### src/rtl/alu_arbiter.sv
// Round-robin sharing of one external ADDU ALU among NUM_REQ requesters.
// Optional feature macro: ALU_ARB_PERF_EN (adds perf_ops / perf_stall counters).
module alu_arbiter #(
  parameter int NUM_REQ = 4,
  parameter int ID_W    = $clog2(NUM_REQ)
) (
  input  logic                  clk,
  input  logic                  rst,
  input  logic [NUM_REQ-1:0]    req_valid,
  output logic [NUM_REQ-1:0]    req_ready,
  input  logic [32*NUM_REQ-1:0] req_src1,
  input  logic [32*NUM_REQ-1:0] req_src2,
  output logic                  resp_valid,
  input  logic                  resp_ready,
  output logic [ID_W-1:0]       resp_id,
  output logic [31:0]           resp_result,
  output logic                  resp_carry,
  output logic [31:0]           Src_1,
  output logic [31:0]           Src_2,
  output logic [5:0]            ADDU_ctrl,
  input  logic [31:0]           ALU_Result,
  input  logic                  ALU_Carry
`ifdef ALU_ARB_PERF_EN
  ,
  output logic [31:0]           perf_ops,
  output logic [31:0]           perf_stall
`endif
);

  localparam logic [1:0] IDLE = 2'b00;
  localparam logic [1:0] EXEC = 2'b01;
  localparam logic [1:0] RESP = 2'b10;
  localparam logic [5:0] OP_ADDU = 6'b001001;

  logic [1:0]      state_r;
  logic [ID_W-1:0] last_grant_r;
  logic [ID_W-1:0] id_r;
  logic [31:0]     src1_r;
  logic [31:0]     src2_r;
  logic [5:0]      ctrl_r;
  logic [31:0]     result_r;
  logic            carry_r;
  logic            resp_valid_r;
  logic            grant_valid_s;
  logic [ID_W-1:0] grant_id_s;

  // Round-robin pick: first valid requester after the last one served, wrapping.
  always_comb begin
    logic [ID_W-1:0] idx_v;
    grant_valid_s = 1'b0;
    grant_id_s    = '0;
    idx_v         = '0;
    for (int k = 1; k <= NUM_REQ; k++) begin
      idx_v = ID_W'((int'(last_grant_r) + k) % NUM_REQ);
      if (req_valid[idx_v] && !grant_valid_s) begin
        grant_valid_s = 1'b1;
        grant_id_s    = idx_v;
      end else begin
        grant_valid_s = grant_valid_s;
      end
    end
  end

  // Accept is only offered from IDLE, to the chosen requester.
  always_comb begin
    req_ready = '0;
    if ((state_r == IDLE) && grant_valid_s) begin
      req_ready[grant_id_s] = 1'b1;
    end else begin
      req_ready = '0;
    end
  end

  // Transaction sequencer; ALU drive registers are loaded on grant so they are live only in EXEC.
  always_ff @(posedge clk) begin
    if (rst) begin
      state_r      <= IDLE;
      last_grant_r <= ID_W'(NUM_REQ - 1);
      id_r         <= '0;
      src1_r       <= 32'd0;
      src2_r       <= 32'd0;
      ctrl_r       <= 6'b000000;
      result_r     <= 32'd0;
      carry_r      <= 1'b0;
      resp_valid_r <= 1'b0;
    end else begin
      case (state_r)
        IDLE: begin
          if (grant_valid_s) begin
            src1_r  <= req_src1[int'(grant_id_s)*32 +: 32];
            src2_r  <= req_src2[int'(grant_id_s)*32 +: 32];
            ctrl_r  <= OP_ADDU;
            id_r    <= grant_id_s;
            state_r <= EXEC;
          end else begin
            state_r <= IDLE;
          end
        end
        EXEC: begin
          result_r     <= ALU_Result;
          carry_r      <= ALU_Carry;
          src1_r       <= 32'd0;
          src2_r       <= 32'd0;
          ctrl_r       <= 6'b000000;
          resp_valid_r <= 1'b1;
          state_r      <= RESP;
        end
        RESP: begin
          if (resp_ready) begin
            last_grant_r <= id_r;
            resp_valid_r <= 1'b0;
            state_r      <= IDLE;
          end else begin
            state_r      <= RESP;
          end
        end
        default: begin
          src1_r       <= 32'd0;
          src2_r       <= 32'd0;
          ctrl_r       <= 6'b000000;
          resp_valid_r <= 1'b0;
          state_r      <= IDLE;
        end
      endcase
    end
  end

  assign Src_1       = src1_r;
  assign Src_2       = src2_r;
  assign ADDU_ctrl   = ctrl_r;
  assign resp_valid  = resp_valid_r;
  assign resp_id     = id_r;
  assign resp_result = result_r;
  assign resp_carry  = carry_r;

`ifdef ALU_ARB_PERF_EN
  logic [31:0] perf_ops_r;
  logic [31:0] perf_stall_r;

  // Accepted responses and backpressured response cycles, both free-running with wrap.
  always_ff @(posedge clk) begin
    if (rst) begin
      perf_ops_r   <= 32'd0;
      perf_stall_r <= 32'd0;
    end else if (state_r == RESP) begin
      if (resp_ready) begin
        perf_ops_r <= perf_ops_r + 32'd1;
      end else begin
        perf_stall_r <= perf_stall_r + 32'd1;
      end
    end else begin
      perf_ops_r <= perf_ops_r;
    end
  end

  assign perf_ops   = perf_ops_r;
  assign perf_stall = perf_stall_r;
`endif

endmodule

### config.mk
export PLATFORM = sky130hd
export DESIGN_NAME = alu_arbiter
export DESIGN_NICKNAME = d
export VERILOG_FILES = /design/src/rtl/alu_arbiter.sv
export SDC_FILE = /design/constraint.sdc
export NUM_CORES = 1
export LEC_CHECK = 0
export CAP_MARGIN = 20
export CORE_AREA = 2 2 158 160
export CTS_CLUSTER_DIAMETER = 30
export CTS_CLUSTER_SIZE = 24
export DETAILED_ROUTE_END_ITERATION = 6
export DIE_AREA = 0 0 160 162
export PLACE_DENSITY = 0.66
export SYNTH_ARGS = -nofsm -noshare
export SYNTH_HDL_FRONTEND = slang
export SYNTH_SLANG_ARGS = --single-unit
### constraint.sdc
create_clock -name clk -period 2.2 [get_ports clk]
set_input_delay 0.22 -clock clk [delete_from_list [all_inputs] [get_ports clk]]
set_output_delay 0.22 -clock clk [all_outputs]
set_load 0.005 [all_outputs]
==> reports/metrics.yaml, run 1 <==
io_buffer_count: 401
place_area_um2: 10700
clkLatencyLatePin_ns: 0.37
crit_fanout: 5
area_delta_synth_final_pct: 77.1
place_congestion: 0.847
path_clk_slew_ns: 0.09
finalSetupViolCount: 0
crit_path_start_kind: "input pin"
vdd_drop_max_mv: 0.348
grtUsageMet1_pct: 22.8
cts_max_path_buffers: 2
initial_core_util_pct: 25.7
multi_input_comb_area_um2: 3430
powerDensity_nw_per_um2: 543
finalCritPeriodShare_pct: 92.0
fin_total_pwr_mw: 5.97
vias: 7117
yosysWarnings: 0
async_flop_share_pct: 0
die_x_um: 160
hp-class: "input pin to register"
fill_cells: 2422
seq_area_frac_synth_pct: 33.9
slew_viol_final: 0
status: "completed"
rsz0062_at_grt: "false"
finalNetCount: 1449
clock.fmax_mhz: 494
use_met2_pct: 33.7
cts_htree_levels: 3
maxCapViolCount: 0
avgSynthCellArea_um2: 7.91
viasPerCell: 4.80
core-area_um2: 24100
tns_ns: 0
wl_um: 25700
cts_sinks: 105
design_area_um2: 11000
drt_first_pass_iters: 4
root_buffer: "clkbuf_16"
syn_inst: 784
avgRoutedWirePerCell_um: 17.4
setup_slack_ns: 0.177
tightest_slew_ns: 0.514
die_y_um: 162
overflow: 0
synth_cell_type_count: 36
critical_path_required_ns: 1.98
max_slew_margin_pct: 65.7
final_util_pct: 45.6
clock-skew-final_ns: 0.0136
arrival_ns: 1.80
power_leakage_nw: 4.32
crit_type: "input pin to output port"
hpwl_um: 19000
antenna_found_initial: 1
cp-end-kind: "output port"
grt_max_degree: 74
ant_nets: 0
die_area_um2: 25900
dp_slack_ns: -0.0568
rows: 57
io_pins: 406
synth_ff_type: "dfxtp_1"
cts_setup_buffers: 0
seq_area_um2: 2100
hold_viol: 0
first_iter_violations: 454
syn_area_um2: 6200
numCtsBuffers: 9
drc: 0
final_common_cell: "clkdlybuf4s50_1"
grt_first_pass_wirelength_um: 39100
synth_edf_count: 0
drive_above_1_share_pct: 6.13
ys_ff_latch: 105
cts_tree: "done"
use_met3_pct: 5.46
grt_pass1_vias: 6869
period_needed_ns: 2.02
grt_util_all_layers_pct: 19.1
layout_common_cells: "clkdlybuf4s50_1 (397), nand2_1 (132), dfxtp_1 (104)"
busiest_layer: "met2"
-- sequential cells by signal (all words and copies together), names as in the netlist --
name          cells
Src_1            32
last_grant_r      2
resp_carry        1
state_r           2
Src_2            32
resp_result      32
resp_valid        1
ADDU_ctrl         1
resp_id           2
-- synthesized netlist by cell type (2+ instances only) --
cell type / n / area [um^2]
o21ai_1: 27 / 135
mux2i_1: 66 / 661
and3_1: 2 / 12.5
buf_8: 5 / 75.1
buf_2: 24 / 120
buf_1: 2 / 7.51
buf_6: 7 / 78.8
buf_4: 5 / 37.5
nand2b_1: 8 / 50.1
inv_1: 64 / 240
dfxtp_1: 105 / 2100
o21ai_0: 38 / 190
nor2_1: 5 / 18.8
nand2_1: 133 / 499
and4_1: 64 / 561
a21oi_1: 36 / 180
a31oi_1: 64 / 400
o211ai_1: 65 / 488
nor4_4: 2 / 42.5
clkbuf_1: 44 / 165
nor3_1: 3 / 15.0
-- final timing paths --
kind / cells after the start / from / endpoint / slack [ns]
worst max-delay path: 7 / req_valid[1] / req_ready[2] / 0.18
worst min-delay path: 3 / ALU_Result[18] / resp_result[18]$_SDFFE_PP0P_ / 0.39
worst max register to register: 6 / last_grant_r[0]$_SDFFE_PP1P_ / Src_1[7]$_SDFFE_PP0P_ / 0.35
worst min register to register: 2 / resp_result[22]$_SDFFE_PP0P_ / resp_result[22]$_SDFFE_PP0P_ / 0.46
-- repair_timing --
action                     in CTS  in global routing
hold buffers                    0                  0
setup endpoints to repair       4                  0
resized for setup               6                  0
-- logic make-up after synthesis --
family | Yosys count | share of synthesized area, %
buffers and inverters | 151 | 11.7
AND/OR/NAND/NOR | 225 | 20.4
AO/OA/AOI/OAI | 236 | 23.3
multiplexers | 66 | 10.6
flip-flops | 105 | 33.9
other | 1 | 0.0605
-- per-layer routing --
layer	vias up	part of all wire (%)
li1	3543	-
met4	0	1.6
met1	3273	41
met5	-	0
met3	25	7.7
met2	276	50
-- stage by stage --
stage          hold slack (ns)  cells
2_1_floorplan            0.356    787
3_3_place_gp             0.441   1466
3_5_place_dp             0.447   1466
4_1_cts                  0.369   1482
5_1_grt                  0.389   1483
6_report                 0.386   1483
-- worst max-delay path, cell delays in order --
cell and delay, ns:
clkdlybuf4s50_1 0.46, buf_4 0.18, nor4_4 0.28, nor3_1 0.07
buf_4 0.16, and3_1 0.17, dlygate4sd2_1 0.28
-- area by class of cell --
type	instances	share of cell area, %
Inverter	64	2.19
Timing Repair Buffer	442	40.8
Sequential cell	105	19.1
Clock buffer	9	2.05
Clock inverter	7	0.899
Antenna cell	1	0.0228
Tap cell	324	3.69
Multi-Input combinational cell	531	31.3
-- power breakdown --
| group | total [mW] | internal, mW | switching (mW) | leakage, nW |
|---|---|---|---|---|
| combinational | 1.98 | 1.22 | 0.764 | 3.30 |
| sequential | 2.21 | 2.10 | 0.111 | 0.862 |
| clock | 1.78 | 0.841 | 0.938 | 0.157 |
| total | 5.97 | 4.16 | 1.81 | 4.32 |
No activity file was read; power rests on OpenSTA's default activity.
==> run 2: changes to the inputs <==
--- a/config.mk
+++ b/config.mk
@@ -7,7 +7,7 @@
 export LEC_CHECK = 0
 export CAP_MARGIN = 20
 export CORE_AREA = 2 2 158 160
-export CTS_CLUSTER_DIAMETER = 30
+export CTS_CLUSTER_DIAMETER = 200
 export CTS_CLUSTER_SIZE = 24
 export DETAILED_ROUTE_END_ITERATION = 6
 export DIE_AREA = 0 0 160 162
==> results of run 2 <==
Same layout as run 1: the final DEF is identical, and so are final timing and power.
